$ cat src/rtl/tt_mask_unpacker.sv
`default_nettype none
// ============================================================================
// Module   : tt_mask_unpacker
// Summary  : Buffers 64-bit mask words arriving on a credit-based push
//            interface and serialises them into one mask bit per element on
//            a ready/valid stream. Returns one credit per consumed or
//            discarded word.
// Revision : 1.0 - initial release
// ============================================================================
module tt_mask_unpacker #(
  parameter int VLEN         = 256,
  parameter int MASK_CREDITS = 2
) (
  input  logic                      i_clk,
  input  logic                      i_reset,
  input  logic                      i_start,
  input  logic [$clog2(VLEN+1)-1:0] i_vl,
  input  logic [64:0]               i_mask_idx_item,
  input  logic                      i_mask_idx_valid,
  output logic                      o_mask_idx_credit,
  output logic                      o_elem_valid,
  input  logic                      i_elem_ready,
  output logic                      o_elem_mask,
  output logic [$clog2(VLEN)-1:0]   o_elem_idx,
  output logic                      o_elem_last,
  output logic                      o_busy,
  output logic                      o_overflow
);

  localparam int VL_W  = $clog2(VLEN + 1);
  localparam int IDX_W = $clog2(VLEN);
  localparam int PTR_W = (MASK_CREDITS > 1) ? $clog2(MASK_CREDITS) : 1;
  localparam int CNT_W = $clog2(MASK_CREDITS + 1);

  localparam logic [PTR_W-1:0] C_LAST_PTR = PTR_W'(MASK_CREDITS - 1);
  localparam logic [CNT_W-1:0] C_DEPTH    = CNT_W'(MASK_CREDITS);
  localparam logic [VL_W-1:0]  C_VL_ONE   = VL_W'(1);

  typedef enum logic [1:0] {
    S_IDLE    = 2'd0,
    S_RUN     = 2'd1,
    S_DISCARD = 2'd2
  } state_e;

  state_e           state_q;
  logic [63:0]      fifo_q [MASK_CREDITS];
  logic [PTR_W-1:0] rd_ptr_q;
  logic [PTR_W-1:0] wr_ptr_q;
  logic [CNT_W-1:0] count_q;
  logic [VL_W-1:0]  vl_q;
  logic [VL_W-1:0]  elem_cnt_q;
  logic [5:0]       bit_ptr_q;
  logic             credit_q;
  logic             overflow_q;

  logic             w_full;
  logic             w_nonempty;
  logic             w_valid;
  logic             w_hs;
  logic             w_last;
  logic             w_pop;
  logic             w_push;
  logic             w_drop;
  logic [63:0]      w_head;

  // Bit 64 of the item carries nothing this block needs.
  logic             unused_item_msb;
  assign unused_item_msb = i_mask_idx_item[64];

  function automatic logic [PTR_W-1:0] next_ptr(input logic [PTR_W-1:0] p);
    return (p == C_LAST_PTR) ? '0 : p + PTR_W'(1);
  endfunction

  assign w_full     = (count_q == C_DEPTH);
  assign w_nonempty = (count_q != '0);
  assign w_head     = fifo_q[rd_ptr_q];
  assign w_last     = (elem_cnt_q == vl_q - C_VL_ONE);
  assign w_valid    = (state_q == S_RUN) && w_nonempty;
  assign w_hs       = w_valid && i_elem_ready;

  // A word retires after its 64th bit or after the final element of the op;
  // in DISCARD the single word sent for a zero-length op is dropped unread.
  assign w_pop  = (w_hs && ((bit_ptr_q == 6'd63) || w_last)) ||
                  ((state_q == S_DISCARD) && w_nonempty);
  // A pop in the same cycle frees the slot, so a push at full is still legal.
  assign w_push = i_mask_idx_valid && (!w_full || w_pop);
  assign w_drop = i_mask_idx_valid && w_full && !w_pop;

  assign o_elem_valid      = w_valid;
  assign o_elem_mask       = w_valid & w_head[bit_ptr_q];
  assign o_elem_idx        = elem_cnt_q[IDX_W-1:0];
  assign o_elem_last       = w_valid & w_last;
  assign o_busy            = (state_q != S_IDLE);
  assign o_overflow        = overflow_q;
  assign o_mask_idx_credit = credit_q;

  // Word storage; contents are only observed through a valid head pointer.
  always_ff @(posedge i_clk) begin
    if (w_push) begin
      fifo_q[wr_ptr_q] <= i_mask_idx_item[63:0];
    end
  end

  // FIFO pointers and occupancy.
  always_ff @(posedge i_clk or posedge i_reset) begin
    if (i_reset) begin
      rd_ptr_q <= '0;
      wr_ptr_q <= '0;
      count_q  <= '0;
    end else begin
      if (w_push) begin
        wr_ptr_q <= next_ptr(wr_ptr_q);
      end
      if (w_pop) begin
        rd_ptr_q <= next_ptr(rd_ptr_q);
      end
      case ({w_push, w_pop})
        2'b10:   count_q <= count_q + CNT_W'(1);
        2'b01:   count_q <= count_q - CNT_W'(1);
        default: count_q <= count_q;
      endcase
    end
  end

  // Element sequencer: start capture, per-element stepping, op completion.
  always_ff @(posedge i_clk or posedge i_reset) begin
    if (i_reset) begin
      state_q    <= S_IDLE;
      vl_q       <= '0;
      elem_cnt_q <= '0;
      bit_ptr_q  <= '0;
    end else begin
      case (state_q)
        S_IDLE: begin
          if (i_start) begin
            vl_q       <= i_vl;
            elem_cnt_q <= '0;
            bit_ptr_q  <= '0;
            state_q    <= (i_vl != '0) ? S_RUN : S_DISCARD;
          end
        end
        S_RUN: begin
          if (w_hs) begin
            elem_cnt_q <= elem_cnt_q + C_VL_ONE;
            if (w_last) begin
              bit_ptr_q <= '0;
              state_q   <= S_IDLE;
            end else begin
              bit_ptr_q <= bit_ptr_q + 6'd1;
            end
          end
        end
        S_DISCARD: begin
          if (w_nonempty) begin
            state_q <= S_IDLE;
          end
        end
        default: state_q <= S_IDLE;
      endcase
    end
  end

  // Credit pulse one cycle after each pop; sticky overflow on a dropped push.
  always_ff @(posedge i_clk or posedge i_reset) begin
    if (i_reset) begin
      credit_q   <= 1'b0;
      overflow_q <= 1'b0;
    end else begin
      credit_q <= w_pop;
      if (w_drop) begin
        overflow_q <= 1'b1;
      end
    end
  end

endmodule
`default_nettype wire

$ cat config.mk
export PLATFORM = sky130hd
export DESIGN_NAME = tt_mask_unpacker
export DESIGN_NICKNAME = d
export VERILOG_FILES = /design/src/rtl/tt_mask_unpacker.sv
export SDC_FILE = /design/constraint.sdc
export NUM_CORES = 1
export LEC_CHECK = 0
export BUFFER_PORTS_ARGS = -buffer_cell sky130_fd_sc_hd__buf_2
export CAP_MARGIN = 15
export CORE_MARGIN = 4
export CORE_UTILIZATION = 35
export DETAILED_ROUTE_END_ITERATION = 8
export HOLD_SLACK_MARGIN = 0.1
export PLACE_DENSITY = 0.62
export SYNTH_ARGS = -nofsm -noshare
export SYNTH_HDL_FRONTEND = slang
export SYNTH_SLANG_ARGS = --single-unit
$ cat constraint.sdc
create_clock -name i_clk -period 6.81 [get_ports i_clk]
set_input_delay 0.681 -clock i_clk [delete_from_list [all_inputs] [get_ports i_clk]]
set_output_delay 0.681 -clock i_clk [all_outputs]
set_load 0.02 [all_outputs]
---- Word level (Yosys, flattened, before mapping) ----
Memory sizes are Yosys's and may differ from the RTL's.
Cells that the tools add are included.
cells by class
  bitwise gates (word level) .............. 2
  reductions and logical operators ........ 21
  magnitude comparators ................... 1
  multiplexer cells ....................... 20
  $add $sub $neg .......................... 7
  equality and inequality tests ........... 11
operator list
  operator             number
  $mux 6               3
  $mux 9               2
  $pmux 9 s2           1
  $pmux 6 s2           1
  $mux 2               5
  $add 9x1->9 const B  1
  $eq 9x9->1           1
  $reduce_bool 9->1    1
  $sub 9x1->9 const B  1
  $ne 2x2->1 const B   4
  $reduce_bool 2->1    4
  $logic_and 1x1->1    7
  $lt 6x7->1 const B   1
  $add 6x1->6 const B  1
  $bmux 1 s6           1
  $eq 2x2->1 const B   3
  $eq 6x6->1 const B   1
  $pmux 2 s3           1
  $mux 1               5
  $eq 2x1->1 const B   2
  $pmux 2 s2           1
  $reduce_and 4->1     1
  $logic_or 1x1->1     3
  $reduce_and 3->1     1
  7 further kinds      10
word-level totals
  input bits .............................. 79
  bits in registers ....................... 32
  memory bits (writable) .................. 128
  memories kept ........................... 1
  output and inout bits ................... 14
  word-level logic and storage cells ...... 72
memory list
  memory  depth  width  rd ports  clocked after Yosys merged registers in  wr ports  RTL line  source
  fifo_q  2      64     1         0                                        1         46        logic [63:0] fifo_q [MASK_CREDITS];

---- Longest topological paths before layout ----
Gate-level depths: netlist of the first run.
  depth in word-level cells ............... 9
  gate-level depth with buffers ........... 12
  depth with buffers taken out ............ 12

---- Least setup slack after synthesis of the first run ----
No wires, ideal clock.
  path kind ............................... reg-to-reg
  start point ............................. register vl_q[0]
  end point ............................... memory fifo_q[0][0] (enable)
  path buffers ............................ 0
  setup slack ............................. 1.536 ns
  period minus slack after synthesis ...... 5.274 ns
  stages on the path, launching flop included .. 9
  data required time ...................... 6.316 ns
  setup time .............................. 0.494 ns
  data arrival time ....................... 4.780 ns
  cell sequence ........................... dfrtp_1 -> inv_1 -> ha_1 -> nor3b_2 -> nand3_1 -> a211oi_1 -> o2111ai_4 -> a21oi_2 -> nor2b_1
between the ends
  cells in the longest elaborated chain, start to end .. 9
RTL lines
  item                          RTL line  source
  start, declared               50        logic [VL_W-1:0] vl_q;
  start signal, assigned        136       vl_q <= i_vl;
  $sub 9x1->9                   77        assign w_last = (elem_cnt_q == vl_q - C_VL_ONE);
  $eq 9x9->1                    77
  $logic_or 1x1->1              83        assign w_pop = (w_hs && ((bit_ptr_q == 6'd63) || w_last)) ||
  $logic_and 1x1->1             83
  $logic_or 1x1->1              83
  $logic_or 1x1->1              86        assign w_push = i_mask_idx_valid && (!w_full || w_pop);
  $logic_and 1x1->1             86
  $mux 1                        99        if (w_push) begin
  $mux 1 (implied by the code)  100       fifo_q[wr_ptr_q] <= i_mask_idx_item[63:0];
  end, declared                 46
No other way between the ends.

---- Final worst setup path of the first run ----
  start point ............................. register rd_ptr_q
  end point ............................... output port o_elem_mask
between the ends
  cells in the longest elaborated chain, start to end .. 4
RTL lines
  item                          RTL line  source
  start, declared               47        logic [PTR_W-1:0] rd_ptr_q;
  start signal, assigned        115       rd_ptr_q <= next_ptr(rd_ptr_q);
  $mem_v2 2x64                  --
  $bmux 1 s6                    90        assign o_elem_mask = w_valid & w_head[bit_ptr_q];
  $mux 1 (implied by the code)  90
  $and 1x1->1                   90
  end, declared                 23        output logic o_elem_mask,
No other way between the ends. The select of a mux whose other input is x is not followed.

==> metrics.log, run 1 <==
INFO  metric synth_enable_flop_cells = 128
INFO  metric layout.nets = 621
INFO  metric number_of_buffer_and_inverter_stages_on_the_critical_path = 1
INFO  metric floorplan.initialDensity = 0.355
INFO  metric dr_total_vias = 4095
INFO  metric synth_top_area_share = 0.557
INFO  metric tritoncts = done
INFO  metric reg2reg_setup_slack = 3.10 ns
INFO  metric via_cell_ratio = 5.02
INFO  metric timing.critical_path.arrival = 3.05 ns
INFO  metric r2r-start = vl_q[0]
INFO  metric fin_crit = 3.73 ns
INFO  metric post-cts-setup-buffer-count = 0
INFO  metric critPathLaunchType = flip-flop
INFO  metric leakage = 0.00298 µW
INFO  metric global_route.usage.total = 0.130
INFO  metric die_height = 148 µm
INFO  metric tritoncts.num_buffers = 17
INFO  metric post-synth-top-area-cell = sky130_fd_sc_hd__edfxtp_1
INFO  metric worst_path_dominant_cell_family = multiplexers
INFO  metric seq_power_share = 0.450
INFO  metric floorplan.core_area = 19500 µm²
INFO  metric design.portCount = 93
INFO  metric syn_std_cell_area = 6910 µm²
INFO  metric insertion_delay = 0.42 ns
INFO  metric timing.critical_path.fanout_max = 28
INFO  metric initial_antenna_violation_count = 0
INFO  metric timing.final.hold_violations = 0
INFO  metric criticalPathCategory = reg2out
INFO  metric min_period_over_period = 0.547
INFO  metric maximum_frequency_from_static_timing_analysis = 0.268 GHz
INFO  metric final-max-slew-violation-count = 0
INFO  metric synth_seq_area_share = 0.672
INFO  metric pwr_per_cell_area = 427 nW/µm²
INFO  metric status = finished, final reports clean
INFO  metric cts_repair_resize_count = 0
INFO  metric clock_tree_root_driver_cell = sky130_fd_sc_hd__clkbuf_16
INFO  metric combinational_family_with_the_most_area_after_synthesis = multiplexers
INFO  metric share_of_flip_flops_with_an_asynchronous_set_or_reset = 0.200
INFO  metric synth.top_cells.by_area = sky130_fd_sc_hd__edfxtp_1 56%, sky130_fd_sc_hd__dfrtp_1 12%, sky130_fd_sc_hd__mux4_2 7.5%, sky130_fd_sc_hd__mux2i_1 2.6%, sky130_fd_sc_hd__mux2_2 2.1%
INFO  metric yosysMostFrequentCell = sky130_fd_sc_hd__edfxtp_1
INFO  metric complex_gate_fraction_of_the_synthesized_area = 0.0572
INFO  metric p_int = 2340 µW
INFO  metric timing.rr.end = fifo_q[0][0]
INFO  metric synthMuxAreaShare = 0.122
INFO  metric synthesis_stage_register_bit_count = 160
INFO  metric first_global_vias = 4289
INFO  metric post_synth_num_cell_types = 53
INFO  metric multi_input_area = 2080 µm²
INFO  metric clockPowerShare = 0.280
INFO  metric final_antenna_net_count = 0
INFO  metric detail_route.first_pass.iterations = 5
INFO  metric yosys_warnings = 0
INFO  metric report.power.total = 3520 µW
INFO  metric wire_length_of_the_first_global_routing_pass = 22300 µm
INFO  metric slowest_cell_on_the_critical_path = sky130_fd_sc_hd__dfrtp_2
INFO  metric wl = 13900 µm
INFO  metric crit_top_cell = sky130_fd_sc_hd__mux4_2
INFO  metric vdd_drop_max = 0.189 mV
INFO  metric clock_sink_count = 160
INFO  metric drv.max_cap_violation_count = 0
INFO  metric final-seq-area = 4650 µm²
INFO  metric synth_cells = 449
INFO  metric rr_worst_depth = 10
INFO  metric netSwitchingFraction = 0.334
INFO  metric unrepaired_setup_endpoints_after_global_routing = false
INFO  metric setup_viol = 0
INFO  metric route.detailed.drc = 0
INFO  metric synthXorXnorAreaFrac = 0.0254
INFO  metric path_clk_slew = 0.07 ns
INFO  metric drt-initial-drc-count = 215
INFO  metric max-clock-path-buffers = 2
INFO  metric tightestPinTransition = 0.947 ns
INFO  metric total_gr_overflow = 0
INFO  metric port-buffer-count = 91
INFO  metric finClkSkew = 0.00971 ns
INFO  metric detailed_place_hpwl = 9510 µm
INFO  metric gp_routability_congestion = 0.853
INFO  metric area_growth_syn_to_layout = 19.3%
INFO  metric crit_path_cell_trace = mux4_2 -> mux4_2 -> a31oi_1 -> a32oi_1 -> buf_2
INFO  metric utilization = 0.423
INFO  metric slew_headroom = 0.369
INFO  metric synthFlopType = sky130_fd_sc_hd__edfxtp_1
INFO  metric avg_wl_per_cell = 17.0 µm
INFO  metric synthesis.area_per_instance = 15.4 µm²
INFO  metric antenna-diode-count = 0
INFO  metric layout-drive-gt1-share = 0.323
INFO  metric worst-endpoint-required = 6.13 ns
INFO  metric switching_power = 1170 µW
INFO  metric cts.htree.levels = 4
INFO  metric grt_max_degree = 48
INFO  metric endpoint_kind = output pin
INFO  metric p_comb_frac = 0.270
INFO  metric cts_hold_fix_bufs = 0
INFO  metric adder_cell_share_of_the_synthesized_area = 0.00725
INFO  metric fp.dieArea = 22000 µm²
INFO  metric timing.hold.worst.class = in2async
INFO  metric setup_tns = 0 ns
INFO  metric num_rows = 51
INFO  metric die_x = 148 µm
INFO  metric syn_nets = 532
INFO  metric crit_path_max_incr_delay = 0.96 ns
INFO  metric final.fill_count = 1763
INFO  metric most_common_library_cells_after_synthesis = 128 x sky130_fd_sc_hd__edfxtp_1, 32 x sky130_fd_sc_hd__dfrtp_1, 28 x sky130_fd_sc_hd__nand2_1, 23 x sky130_fd_sc_hd__mux4_2, 22 x sky130_fd_sc_hd__nor2_1
INFO  metric yosys.area_share.simple = 0.0866
## worst reg2reg max path, delay by kind of cell, from the launching register on
family	cells	cell delay [ns]
buffers and inverters	3	0.70
AOI/OAI and AO/OA	3	1.08
adders and majority gates	1	0.21
DFF	1	0.43
and+or+nand+nor	3	0.94
## registers in the layout (all words and copies together) (netlist names), 2 cells and up
register and cells:
elem_cnt_q 9, bit_ptr_q 6, count_q 2, vl_q 9, state_q 2, fifo_q 128
## stage by stage
| stage | cell area [µm²] | cells | hold slack [ns] | setup slack, ns |
|---|---|---|---|---|
| finish | 8240 | 816 | 0.347 | 3.08 |
| global route | 8240 | 816 | 0.382 | 2.72 |
| CTS | 8210 | 815 | 0.345 | 2.68 |
| detailed placement | 7590 | 783 | 0.484 | 2.67 |
| global placement | 7590 | 783 | 0.494 | 2.78 |
| floorplan | 6910 | 449 | 0.455 | 1.54 |
## power by group through the flow
stage	Sequential (µW)	Combinational (µW)	Clock, µW
6_report	1580	949	987
4_1_cts	1590	954	1010
5_1_grt	1630	1050	1050
3_5_place_dp	1610	948	0
2_1_floorplan	1470	823	0
3_3_place_gp	1600	929	0
## worst max path at each step
stage,start,endpoint,slack [ns],cells past startpoint
2_1_floorplan,vl_q[0],fifo_q[0][0],1.54,8
3_3_place_gp,bit_ptr_q[1],fifo_q[0][19],2.78,7
3_5_place_dp,bit_ptr_q[1],fifo_q[0][19],2.67,7
4_1_cts,vl_q[0],fifo_q[0][7],2.68,9
5_1_grt,rd_ptr_q,o_elem_mask,2.72,8
6_report,rd_ptr_q,o_elem_mask,3.08,5
## cell type report
class	count	area share
Clock buffer	17	0.0516
Timing Repair Buffer	98	0.0641
Tap cell	265	0.0402
Inverter	10	0.00456
Clock inverter	15	0.0235
Sequential cell	160	0.564
Multi-Input combinational cell	251	0.252
## kinds of logic (layout without fill, tap and decap cells)
logic type               after synthesis  in the layout
flip-flops                           160            160
AND/OR/NAND/NOR                      117            117
AO/OA/AOI/OAI                         56             56
multiplexers                          54             54
buffers and inverters                 38            140
XOR/XNOR                              20             20
adder cells (fa/ha/maj)                4              4
## metal layers
metal  GRT usage  routed length (µm)  vias up  share of wire
met4      0.0448                 178        0          0.013
met1       0.170                6170     2048           0.44
met2       0.209                6730      119           0.48
li1            -                   -     1916              -
met5           0                   0        -              0
met3      0.0378                 804       12          0.058
## layout by cell type, fill, tap and decap left out, types with 4 or more instances in the layout
master and instances:
sky130_fd_sc_hd__edfxtp_1 128, sky130_fd_sc_hd__buf_2 91, sky130_fd_sc_hd__dfrtp_1 31, sky130_fd_sc_hd__nand2_1 28, sky130_fd_sc_hd__mux4_2 23, sky130_fd_sc_hd__nor2_1 22
sky130_fd_sc_hd__mux2i_1 18, sky130_fd_sc_hd__clkbuf_16 17, sky130_fd_sc_hd__nand3_1 14, sky130_fd_sc_hd__o21ai_0 13, sky130_fd_sc_hd__mux2_2 13, sky130_fd_sc_hd__nor3_1 12
sky130_fd_sc_hd__xnor2_1 11, sky130_fd_sc_hd__inv_1 9, sky130_fd_sc_hd__xor2_1 9, sky130_fd_sc_hd__a21oi_1 8, sky130_fd_sc_hd__nor2b_1 7, sky130_fd_sc_hd__a31oi_1 7
sky130_fd_sc_hd__a22oi_1 7, sky130_fd_sc_hd__nand4_1 6, sky130_fd_sc_hd__buf_4 6, sky130_fd_sc_hd__or2_2 4, sky130_fd_sc_hd__o31ai_1 4, sky130_fd_sc_hd__ha_1 4
sky130_fd_sc_hd__inv_6 4, sky130_fd_sc_hd__inv_8 4
No activity file was read; power rests on OpenSTA's default activity.
==> run 2, diff against run 1 <==
- ABC_AREA: default -> 1
- clock period: 6.81 -> 3.77 ns (I/O delays scaled with it)
==> run 2 against run 1 <==
Effect of this change: critical path depth increased by 4; global-route usage increased by 1.4 points; total power is 83% higher; sequential cell count did not move; die area grew 2.5%; combinational power grew 110%; routed wire length up 13%; critical path type unchanged; clock power increased by 75%; utilization up 0.12 points; synthesized area increased by 2.6%; first-iteration DRC count increased by 83%.
==> metrics.log, run 2 <==
INFO  metric syn_nets = 723 (+36%)
INFO  metric num_rows = 51 (unchanged)
INFO  metric slew_headroom = 0.525 (+0.156)
INFO  metric layout.cells.most_common = sky130_fd_sc_hd__edfxtp_1
INFO  metric wl = 15700 µm (+13%)
INFO  metric cts.htree.levels = 4 (unchanged)
INFO  metric layout.cells.most_common_list = 128 x sky130_fd_sc_hd__edfxtp_1, 101 x sky130_fd_sc_hd__nor2_1, 91 x sky130_fd_sc_hd__buf_2
INFO  metric worst-endpoint-required = 3.39 ns (-2.74 ns)
INFO  metric drt-initial-drc-count = 394 (+83%)
INFO  metric port-buffer-count = 91 (unchanged)
INFO  metric setup_tns = 0 ns (unchanged)
INFO  metric detail_route.first_pass.iterations = 5 (unchanged)
INFO  metric crit_path_cell_trace = clkinv_1 -> o211ai_1 -> nand3_1 -> nand3_1 -> nand2_1 -> nor2_1 -> nor2_1 -> nor2_1 -> buf_2
INFO  metric avg_wl_per_cell = 15.6 µm (-8.1%)
INFO  metric yosysMostFrequentCell = sky130_fd_sc_hd__edfxtp_1
INFO  metric route.detailed.drc = 0 (unchanged)
INFO  metric die_height = 150 µm (+1.2%)
INFO  metric insertion_delay = 0.43 ns (about the same)
INFO  metric fin_crit = 3.16 ns
INFO  metric final-max-slew-violation-count = 0 (unchanged)
INFO  metric synthesis.area_per_instance = 11.1 µm² (-28%)
INFO  metric synthFlopType = sky130_fd_sc_hd__edfxtp_1
INFO  metric crit_top_cell = sky130_fd_sc_hd__nor2_1
INFO  metric tritoncts = done
INFO  metric path_clk_slew = 0.07 ns (about the same)
INFO  metric reg.largest.list = fifo_q: 128 flops, elem_cnt_q: 9 flops, vl_q: 9 flops
INFO  metric finClkSkew = 0.0164 ns (+0.00673 ns)
INFO  metric max_reg_flops = 128 (unchanged)
INFO  metric wire_length_of_the_first_global_routing_pass = 24900 µm (+12%)
INFO  metric area_growth_syn_to_layout = 18.1%
INFO  metric unrepaired_setup_endpoints_after_global_routing = false
INFO  metric maximum_frequency_from_static_timing_analysis = 0.317 GHz
INFO  metric via_cell_ratio = 4.87 (-2.9%)
INFO  metric tightestPinTransition = 0.713 ns (-0.234 ns)
INFO  metric synth_enable_flop_cells = 128 (unchanged)
INFO  metric cts_repair_resize_count = 0 (unchanged)
INFO  metric hold-path-endpoint = fifo_q[0][45]
INFO  metric setup_viol = 0 (unchanged)
INFO  metric grt_max_degree = 66 (+38%)
INFO  metric tritoncts.num_buffers = 17 (unchanged)
INFO  metric endpoint_kind = output pin
INFO  metric synth_seq_area_share = 0.655 (-0.0173)
INFO  metric post_synth_num_cell_types = 41 (-23%)
INFO  metric layout.nets = 809 (+30%)
INFO  metric timing.hold.worst.class = in2reg
INFO  metric synthesis_stage_register_bit_count = 160 (unchanged)
INFO  metric most_common_library_cells_after_synthesis = 128 x sky130_fd_sc_hd__edfxtp_1, 102 x sky130_fd_sc_hd__nor2_1, 86 x sky130_fd_sc_hd__nand2_1, 67 x sky130_fd_sc_hd__o21ai_0, 34 x sky130_fd_sc_hd__nand3_1
INFO  metric synth_top_area_share = 0.542 (-0.0143)
INFO  metric detailed_place_hpwl = 10200 µm (+7.5%)
INFO  metric timing.final.hold_violations = 0 (unchanged)
INFO  metric final_antenna_net_count = 0 (unchanged)
INFO  metric timing.rr.end = fifo_q[0][47]
INFO  metric share_of_flip_flops_with_an_asynchronous_set_or_reset = 0.200 (unchanged)
INFO  metric post-synth-top-area-cell = sky130_fd_sc_hd__edfxtp_1
INFO  metric total_gr_overflow = 0 (unchanged)
INFO  metric synth_cells = 640 (+43%)
INFO  metric leakage = 0.00325 µW (+9.3%)
INFO  metric syn_std_cell_area = 7090 µm² (+2.6%)
INFO  metric timing.critical_path.fanout_max = 18 (-36%)
INFO  metric max-clock-path-buffers = 2 (unchanged)
INFO  metric clock_sink_count = 160 (unchanged)
INFO  metric reg2reg_setup_slack = 0.90 ns (-2.20 ns)
INFO  metric design.portCount = 93 (unchanged)
INFO  metric clock_tree_root_driver_cell = sky130_fd_sc_hd__clkbuf_16
INFO  metric rr_worst_depth = 15 (+5)
INFO  metric top_register = fifo_q
INFO  metric floorplan.core_area = 19700 µm² (+1.3%)
INFO  metric drv.max_cap_violation_count = 0 (unchanged)
INFO  metric criticalPathCategory = reg2out
INFO  metric vdd_drop_max = 0.369 mV (+96%)
INFO  metric fp.dieArea = 22600 µm² (+2.5%)
INFO  metric pwr_per_cell_area = 769 nW/µm² (+80%)
INFO  metric synth.top_cells.by_area = sky130_fd_sc_hd__edfxtp_1 54%, sky130_fd_sc_hd__dfrtp_1 11%, sky130_fd_sc_hd__nor2_1 5.4%, sky130_fd_sc_hd__o21ai_0 4.7%, sky130_fd_sc_hd__nand2_1 4.6%
INFO  metric floorplan.initialDensity = 0.360 (+0.00467)
INFO  metric min_period_over_period = 0.838
INFO  metric critPathLaunchType = flip-flop
INFO  metric holdCritStartpoint = i_mask_idx_item[45]
INFO  metric min_path_cells = 1
INFO  metric post-cts-setup-buffer-count = 0 (unchanged)
INFO  metric die_x = 150 µm (+1.2%)
INFO  metric initial_antenna_violation_count = 2 (+2)
INFO  metric r2r-start = vl_q[0]
INFO  metric global_route.usage.total = 0.144 (+0.0141)
INFO  metric slowest_cell_on_the_critical_path = sky130_fd_sc_hd__clkinv_1
INFO  metric gp_routability_congestion = 0.854 (+0.11%)
INFO  metric status = finished, final reports clean
INFO  metric utilization = 0.425 (+0.00118)
INFO  metric yosys_warnings = 0 (unchanged)
INFO  metric antenna-diode-count = 0 (unchanged)
INFO  metric crit_path_max_incr_delay = 0.66 ns (-0.30 ns)
INFO  metric first_global_vias = 4797 (+12%)
INFO  metric layout-drive-gt1-share = 0.227 (-0.0957)
INFO  metric dr_total_vias = 4891 (+19%)
INFO  metric timing.critical_path.arrival = 2.78 ns (-0.27 ns)
==> run 2: changes by cell type in the layout (fill, tap and decap cells not counted), moves of 20 or more <==
cell                      change
sky130_fd_sc_hd__nand3_1     +20
sky130_fd_sc_hd__nor2_1      +79
sky130_fd_sc_hd__nand2_1     +58
sky130_fd_sc_hd__inv_1       +23
sky130_fd_sc_hd__mux4_2      -23
sky130_fd_sc_hd__o21ai_0     +54
==> run 2: logic make-up (layout without fill, tap and decap cells) <==
logic type / Yosys count / after routing / share of synthesized area
xor+xnor: 11 / 11 / 0.0147
fa+ha+maj: 4 / 4 / 0.00706
flops: 160 / 160 / 0.655
simple gates: 258 / 258 / 0.163
compound gates: 132 / 132 / 0.109
buf+inv: 75 / 174 / 0.0508
==> run 2: cell type report <==
| type | count | area (µm²) |
|---|---|---|
| fillers | 1879 | 11300 |
| flip-flops and latches | 160 | 4650 |
| multi-input cells | 405 | 2090 |
| repair buffers | 102 | 553 |
| clock buffers | 17 | 425 |
| well taps | 265 | 332 |
| clock inverters | 15 | 173 |
| inverters | 40 | 150 |
==> run 2: worst max path at each step <==
stage	startpoint	to	slack (ns)	cells past startpoint
6_report	bit_ptr_q[1]	o_elem_mask	0.61	9
5_1_grt	bit_ptr_q[1]	o_elem_mask	0.35	8
4_1_cts	bit_ptr_q[1]	o_elem_mask	0.51	9
3_5_place_dp	vl_q[0]	fifo_q[0][45]	0.90	15
3_3_place_gp	vl_q[0]	fifo_q[0][44]	0.90	16
2_1_floorplan	vl_q[0]	fifo_q[1][0]	0.15	15
==> run 2: power breakdown <==
group / leakage, µW / internal, µW / total, µW / switching [µW]
registers: 0.00157 / 2410 / 2710 / 297
clock network: 0.000293 / 996 / 1730 / 739
logic: 0.00138 / 679 / 1990 / 1310
==> run 2: what timing repair did <==
item / in CTS / in global routing
hold buffers: 1 / 0
hold endpoints to repair: 32 / 0
endpoints found under the setup margin: 0 / 0
==> run 2: layer usage <==
layer | GRT usage | up-vias | routed length (µm)
li1 | - | 2423 | -
met1 | 0.183 | 2350 | 7020
met2 | 0.241 | 101 | 7680
met3 | 0.0403 | 13 | 810
met4 | 0.0416 | 4 | 165
met5 | 0 | - | 24
==> run 2: critical path, delay by kind of cell, from the launching register on <==
family	cells	cell delay, ns
buf+inv	2	0.84
simple gates	6	0.55
flops	1	0.62
compound gates	1	0.35
==> run 2: stage by stage <==
stage	setup slack, ns	total power, µW	area [µm²]	cells	hold slack, ns
6_report	0.611	6440	8370	1004	0.134
5_1_grt	0.347	6870	8370	1004	0.114
4_1_cts	0.513	6500	8370	1004	0.118
3_5_place_dp	0.896	4760	7760	971	0.477
3_3_place_gp	0.896	4740	7760	971	0.456
2_1_floorplan	0.149	4200	7090	640	0.442
